$ cat config.mk
export PLATFORM = sky130hd
export DESIGN_NAME = node_info_mgr
export DESIGN_NICKNAME = d
export VERILOG_FILES = /design/src/rtl/node_info_mgr.sv
export SDC_FILE = /design/constraint.sdc
export NUM_CORES = 1
export LEC_CHECK = 0
export BUFFER_PORTS_ARGS = -buffer_cell sky130_fd_sc_hd__buf_2
export CAP_MARGIN = 40
export CORE_MARGIN = 5
export CORE_UTILIZATION = 40
export CTS_BUF_LIST = sky130_fd_sc_hd__clkbuf_2 sky130_fd_sc_hd__clkbuf_4 sky130_fd_sc_hd__clkbuf_8
export CTS_CLUSTER_DIAMETER = 60
export CTS_CLUSTER_SIZE = 14
export DETAILED_ROUTE_END_ITERATION = 10
export PLACE_DENSITY_LB_ADDON = 0.08
export SKIP_CTS_REPAIR_TIMING = 1
export SLEW_MARGIN = 20
export SYNTH_ARGS = -nofsm -noshare
export SYNTH_HDL_FRONTEND = slang
export SYNTH_SLANG_ARGS = --single-unit
$ cat constraint.sdc
create_clock -name clk -period 5.7 [get_ports clk]
set_input_delay 0.57 -clock clk [delete_from_list [all_inputs] [get_ports clk]]
set_output_delay 0.57 -clock clk [all_outputs]
set_load 0.02 [all_outputs]
$ cat src/rtl/node_info_mgr.sv
// Per-node state holder for the EER-RL clustered WSN datapath: decodes packet metadata
// into hop/role/cluster-head/slot state and derives the initial Q-value with a serial divider.
module node_info_mgr #(
    parameter int                WORD_W    = 16,
    parameter int                FRAC_W    = 14,
    parameter logic [WORD_W-1:0] NODE_ID   = 16'h000C,
    parameter logic [WORD_W-1:0] HOPS_INIT = '1
) (
    input  logic              clk,
    input  logic              rst,
    input  logic              en_MNI,
    input  logic [2:0]        fPktType,
    input  logic [WORD_W-1:0] energy,
    input  logic [WORD_W-1:0] e_min,
    input  logic [WORD_W-1:0] e_threshold,
    input  logic [WORD_W-1:0] destinationID,
    input  logic [WORD_W-1:0] sourceID,
    input  logic [WORD_W-1:0] hops,
    input  logic [WORD_W-1:0] timeslot,
    output logic [WORD_W-1:0] myNodeID,
    output logic [WORD_W-1:0] hopsFromSink,
    output logic [WORD_W-1:0] myQValue,
    output logic              role,
    output logic [WORD_W-1:0] myCH,
    output logic [WORD_W-1:0] myTimeslot,
    output logic              low_E,
    output logic              hb_lock,
    output logic              busy,
    output logic              done
);

    typedef enum logic [1:0] {IDLE, DIV, FIN} state_e;

    localparam logic [2:0] PKT_HB   = 3'b000;
    localparam logic [2:0] PKT_CHE  = 3'b001;
    localparam logic [2:0] PKT_CHTS = 3'b100;
    localparam logic [2:0] PKT_DATA = 3'b101;

    localparam int              CNT_W    = $clog2(WORD_W + 1);
    localparam logic [CNT_W-1:0] CNT_LAST = CNT_W'(WORD_W - 1);

    // The binary point only labels the energy/Q format; no logic depends on where it sits.
    if (FRAC_W > WORD_W) begin : g_frac_outside_word
    end

    state_e            state_q, state_d;
    logic [WORD_W-1:0] hops_q, hops_d;
    logic [WORD_W-1:0] qval_q, qval_d;
    logic              role_q, role_d;
    logic [WORD_W-1:0] ch_q, ch_d;
    logic [WORD_W-1:0] ts_q, ts_d;
    logic              low_e_q, low_e_d;
    logic              hb_lock_q, hb_lock_d;
    logic [WORD_W-1:0] quo_q, quo_d;
    logic [WORD_W-1:0] rem_q, rem_d;
    logic [WORD_W-1:0] divisor_q, divisor_d;
    logic [CNT_W-1:0]  cnt_q, cnt_d;

    logic [WORD_W:0]   rem_shift;
    logic [WORD_W-1:0] rem_diff;
    logic              q_bit;

    // quo_q starts as the numerator and shifts left, collecting quotient bits at the LSB.
    always_comb begin
        state_d   = state_q;
        hops_d    = hops_q;
        qval_d    = qval_q;
        role_d    = role_q;
        ch_d      = ch_q;
        ts_d      = ts_q;
        low_e_d   = low_e_q;
        hb_lock_d = hb_lock_q;
        quo_d     = quo_q;
        rem_d     = rem_q;
        divisor_d = divisor_q;
        cnt_d     = cnt_q;

        rem_shift = {rem_q, quo_q[WORD_W-1]};
        q_bit     = (rem_shift >= {1'b0, divisor_q});
        rem_diff  = rem_shift[WORD_W-1:0] - divisor_q;

        case (state_q)
            IDLE: begin
                if (en_MNI) begin
                    case (fPktType)
                        PKT_HB: begin
                            if (!hb_lock_q || (hops < hops_q)) begin
                                hops_d    = hops;
                                hb_lock_d = 1'b1;
                                low_e_d   = (energy < e_threshold);
                                quo_d     = (energy > e_min) ? (energy - e_min) : '0;
                                divisor_d = (hops == '0) ? WORD_W'(1) : hops;
                                rem_d     = '0;
                                cnt_d     = '0;
                                state_d   = DIV;
                            end
                        end
                        PKT_CHE: begin
                            if (destinationID == NODE_ID) begin
                                role_d = 1'b1;
                                ch_d   = NODE_ID;
                                ts_d   = '0;
                            end
                        end
                        PKT_CHTS: begin
                            if (!role_q && (destinationID == NODE_ID)) begin
                                ch_d = sourceID;
                                ts_d = timeslot;
                            end
                        end
                        PKT_DATA: begin
                            hb_lock_d = 1'b0;
                            role_d    = 1'b0;
                        end
                        default: ;
                    endcase
                end
            end
            DIV: begin
                rem_d = q_bit ? rem_diff : rem_shift[WORD_W-1:0];
                quo_d = {quo_q[WORD_W-2:0], q_bit};
                cnt_d = cnt_q + CNT_W'(1);
                if (cnt_q == CNT_LAST) begin
                    qval_d  = {quo_q[WORD_W-2:0], q_bit};
                    state_d = FIN;
                end
            end
            FIN:     state_d = IDLE;
            default: state_d = IDLE;
        endcase
    end

    always_ff @(posedge clk) begin
        if (rst) begin
            state_q   <= IDLE;
            hops_q    <= HOPS_INIT;
            qval_q    <= '0;
            role_q    <= 1'b0;
            ch_q      <= '0;
            ts_q      <= '0;
            low_e_q   <= 1'b0;
            hb_lock_q <= 1'b0;
            quo_q     <= '0;
            rem_q     <= '0;
            divisor_q <= '0;
            cnt_q     <= '0;
        end else begin
            state_q   <= state_d;
            hops_q    <= hops_d;
            qval_q    <= qval_d;
            role_q    <= role_d;
            ch_q      <= ch_d;
            ts_q      <= ts_d;
            low_e_q   <= low_e_d;
            hb_lock_q <= hb_lock_d;
            quo_q     <= quo_d;
            rem_q     <= rem_d;
            divisor_q <= divisor_d;
            cnt_q     <= cnt_d;
        end
    end

    assign myNodeID     = NODE_ID;
    assign hopsFromSink = hops_q;
    assign myQValue     = qval_q;
    assign role         = role_q;
    assign myCH         = ch_q;
    assign myTimeslot   = ts_q;
    assign low_E        = low_e_q;
    assign hb_lock      = hb_lock_q;
    assign busy         = (state_q == DIV);
    assign done         = (state_q == FIN);

endmodule

### Yosys cells after proc, flatten, opt, wreduce, memory -nomap -nowiden

Index checks and enable logic that the tools add are counted.

| storage, ports and cells | value |
|---|---|
| flip-flop bits (word level) | 122 |
| bits in latches | 0 |
| memory bits (writable) | 0 |
| memory bits (read-only) | 0 |
| bits of input ports | 118 |
| word-level logic and storage cells | 81 |
| memories | 0 |

| operators by class | value |
|---|---|
| add/subtract/negate cells | 3 |
| $mul | 0 |
| divide/modulo/power cells | 0 |
| $lt $le $gt $ge | 4 |
| eq/ne operators | 14 |
| shift-type cells | 0 |
| muxes and demuxes | 30 |
| bitwise operators | 0 |
| reduce and logical (&&, ||, !) cells | 18 |

Operators by type and width:

| cell | count |
|---|---|
| $mux 16 | 13 |
| $pmux 16 s2 | 4 |
| $lt 16x16->1 | 2 |
| $sub 16x16->16 | 2 |
| $reduce_and 4->1 | 5 |
| $ge 17x16->1 | 1 |
| $eq 16x4->1 const B | 1 |
| $gt 16x16->1 | 1 |
| $logic_not 16->1 | 1 |
| $mux 5 | 3 |
| $ne 2x2->1 const B | 5 |
| $pmux 5 s2 | 1 |
| $mux 2 | 4 |
| $reduce_bool 2->1 | 4 |
| $eq 3x3->1 const B | 2 |
| $add 5x1->5 const B | 1 |
| $eq 5x4->1 const B | 1 |
| $reduce_and 5->1 | 1 |
| $ne 2x1->1 const B | 2 |
| $pmux 1 s2 | 2 |
| $pmux 2 s2 | 1 |
| $eq 3x1->1 const B | 1 |
| $logic_not 3->1 | 1 |
| $eq 2x1->1 const B | 1 |
| 7 further kinds | 9 |

### Longest topological paths before layout

| logic depth | value |
|---|---|
| depth in word-level cells | 6 |
| gate-level depth with buffers | 12 |

### Least setup slack after synthesis

No wires, ideal clock.

| path | value |
|---|---|
| kind | input port to flip-flop |
| start | in energy[0] |
| end | reg quo_q[8] |
| library setup time | 134 ps |
| arrival | 2481 ps |
| path slack | 3085 ps |
| stages on the path | 12 |
| path buffers | 1 |
| cells stage by stage | inv_1 > ha_1 > inv_1 > fa_1 > a21o_1 > a221oi_1 > nor3b_1 > o21ai_1 > inv_1 > buf_2 > a22oi_1 > a211oi_1 |

| between the ends | value |
|---|---|
| cells in the longest elaborated chain, start to end | 6 |
| elaborated cells on any way between the ends | 7 |
| those cells by class | add/sub: 1; order compare: 1; mux: 5 |

Ends and longest elaborated chain:

| what | RTL line | RTL |
|---|---|---|
| start: declaration | 13 | `input logic [WORD_W-1:0] energy,` |
| $sub 16x16->16 / $gt 16x16->1 (equally long branches) | 91 | `quo_d = (energy > e_min) ? (energy - e_min) : '0;` |
| $mux 16 * | 91 |  |
| $mux 16 * | 87 | `if (!hb_lock_q \|\| (hops < hops_q)) begin` |
| $mux 16 * | 85 | `case (fPktType)` |
| $mux 16 * | 84 | `if (en_MNI) begin` |
| $pmux 16 s2 * | 82 | `case (state_q)` |
| end signal: assignment | 156 | `quo_q <= quo_d;` |
| end: declaration | 54 | `logic [WORD_W-1:0] quo_q, quo_d;` |

Mark *: on every way between the ends. The rest lies on a longest branch, timed or not. The select of a mux whose other input is x is not followed.
A chain may end at the register's enable or synchronous reset.

### Worst setup path after layout

| path | value |
|---|---|
| start | reg hops_q[9] (netlist: hopsFromSink[9]) |
| end | reg low_e_q (netlist: low_E) |

| between the ends | value |
|---|---|
| cells in the longest elaborated chain, start to end | 3 |

Ends and longest elaborated chain:

| what | RTL line | RTL |
|---|---|---|
| start: declaration | 47 | `logic [WORD_W-1:0] hops_q, hops_d;` |
| start signal: assignment | 149 | `hops_q <= hops_d;` |
| $lt 16x16->1 | 87 |  |
| $logic_or 1x1->1 | 87 |  |
| $reduce_and 4->1 (no line) | -- |  |
| end signal: assignment | 154 | `low_e_q <= low_e_d;` |
| end: declaration | 52 | `logic low_e_q, low_e_d;` |

No other way between the ends.

==> impl_metrics.tcl <==
set metrics [dict create \
    power.leakage_uw 0.00403 \
    die_w_um 145 \
    final_util_pct 48.5 \
    cts-root-buf "clkbuf_8" \
    area_growth_pct 19.8 \
    gp_congestion 0.848 \
    port_buffers 186 \
    synth_area_leaders "dfxtp_1 34%, ha_1 11%, a21oi_1 6.6%" \
    htreeDepth 4 \
    synthMostInstantiatedCell "dfxtp_1" \
    ys.flop_type "dfxtp_1" \
    dp_hpwl_mm 15.2 \
    r2r_cells 10 \
    swShare_pct 32.5 \
    drive_gt1_share_pct 22.0 \
    num_io_pins 203 \
    yosysSeqAreaShare_pct 33.7 \
    critPathKind "flop to flop" \
    finalPower_uw 2050 \
    n_antenna_cell 0 \
    drtAntennaViolNets 0 \
    synth-edff-count 0 \
    p_switching_uw 665 \
    min-delay-path-class "primary input to flop" \
    critPathCaptureType "flop" \
    post-route-period-util_pct 48.9 \
    startpoint_type "flop" \
    synth_largest_area_cell "dfxtp_1" \
    core_area_um2 17900 \
    gr-total-overflow 0 \
    max_cap_violations 0 \
    track_usage_pct 19.0 \
    wirelength_mm 20.0 \
    fin_tns_setup_ps 0 \
    rsz0062_at_grt "no" \
    cp.arrival_ps 3160 \
    layout.nets 1264 \
    vias_per_cell 5.12 \
    cts_tree "built" \
    synthesis.area_um2 7250 \
    synthArstFlopShare_pct 0 \
    dp.cells 1289 \
    synth_cells 910 \
    antenna_found_initial 0 \
    layoutNonFillerInstCount 1322 \
    design_area_um2 8690 \
    dr.pass1.iters 5 \
    cp_max_fo 19 \
    die_y_um 145 \
    grt_max_degree 60 \
    syn_avg_cell_area_um2 7.97 \
    power.share.clock_pct 35.0 \
    drt_iter0_drc 261 \
    wl_per_cell_um 15.1 \
    rows 49 \
    outcome "completed" \
    setup_viol 0 \
    numCtsBuffers 17 \
    yosysTopAreaCellShare_pct 33.7 \
    clk_path_buf_depth 2 \
    maxSlewViolCount 0 \
    tightestPinTransition_ps 757 \
    holdPathStages 3 \
    clock_sinks 122 \
    ys_top_cells_by_count "122 x dfxtp_1, 101 x nand2_1, 96 x a21oi_1" \
    vdd_ir_drop_max_uv 147 \
    comb_power_share_pct 21.8 \
    skew_ps 14.3 \
    synthDistinctLibCells 70 \
    drc 0 \
    required_ps 6070 \
    max-slew-margin-rel_pct 49.5 \
    internal_power_uw 1380 \
    start_util_pct 40.5 \
    grt_pass1_wl_mm 32.3 \
    finalWorstPathRequiredPeriod_ps 2790 \
    hold_viol 0 \
    clk_pin_slew_worst_paths_ps 90 \
    clk_latency_ps 440 \
    p_seq_share_pct 43.2 \
    p_per_area_nw_per_um2 236 \
    die-area_um2 20900 \
    max_freq_mhz 359 \
    yosysWarningCount 0 \
    route.vias.total 6767 \
    grt_pass1_vias 6487 \
    placed_area_um2 8320 \
    synth-seq-cells 122 \
]
## critical path, cell delays in order (launching register included)
cell,delay [ps]
dfxtp_1,340
inv_1,60
ha_1,280
a21o_1,190
a211oi_2,270
o211ai_1,160
o21ai_0,380
nand2_1,360
buf_8,270
a2111o_1,290
o21ai_1,110
## cell families after synthesis
kind of cell / Yosys count / share of synthesized area, %
buf+inv: 131 / 8.19
xor+xnor: 17 / 2.05
mux: 13 / 1.79
other cells: 2 / 0.104
compound gates: 266 / 23.3
simple gates: 293 / 19.3
flops: 122 / 33.7
fa+ha+maj: 66 / 11.6
## cells in the final DEF, fill, tap and decap left out, drive strengths merged, types with 40 or more instances in the layout
cell and instances:
a21oi 96, nor2 60, inv 79, ha 64
o21ai 62, nand2 101, buf 196, nand3 40
dfxtp 122
## registers in the layout (all words and copies together) (netlist names)
signal and cells:
divisor_q 16, hopsFromSink 16, myCH 16, myQValue 16, myTimeslot 16, quo_q 16, rem_q 16, cnt_q 5
state_q 2, hb_lock 1, low_E 1, role 1
## power by group through the flow
stage / sequential (uW) / combinational, uW / clock [uW]
CTS: 883 / 447 / 737
floorplan: 904 / 327 / 0
global route: 886 / 502 / 772
detailed placement: 903 / 445 / 0
global placement: 903 / 436 / 0
finish: 883 / 447 / 716
## area by class of cell
cell class | instances | area, um2
tap | 229 | 287
timing repair buffer | 196 | 1050
multi-input combinational | 671 | 4280
sequential | 122 | 2440
inverter | 72 | 270
clock inverter | 14 | 110
clock buffer | 18 | 248
fill | 1850 | 9210
## layer usage
| metal | GRT usage, % | up-vias | part of all wire (%) |
|---|---|---|---|
| li1 | - | 3549 | - |
| met5 | 0 | - | 0 |
| met2 | 31.0 | 128 | 48 |
| met1 | 25.4 | 3077 | 47 |
| met3 | 4.86 | 13 | 4.6 |
| met4 | 4.42 | 0 | 1.1 |
## through the flow
step / hold slack, ps / setup slack, ps
floorplan: 436 / 3090
global placement: 435 / 2460
detailed placement: 443 / 2620
CTS: 345 / 2890
global route: 347 / 2650
finish: 372 / 2910
## final timing paths
check	from	endpoint	slack, ps
setup / recovery	hopsFromSink[9]	low_E	2910
hold reg to reg	myTimeslot[13]	myTimeslot[13]	450
hold / removal	timeslot[13]	myTimeslot[13]	370
setup reg to reg	hopsFromSink[9]	low_E	2910
(Power assumes the default switching activity.)
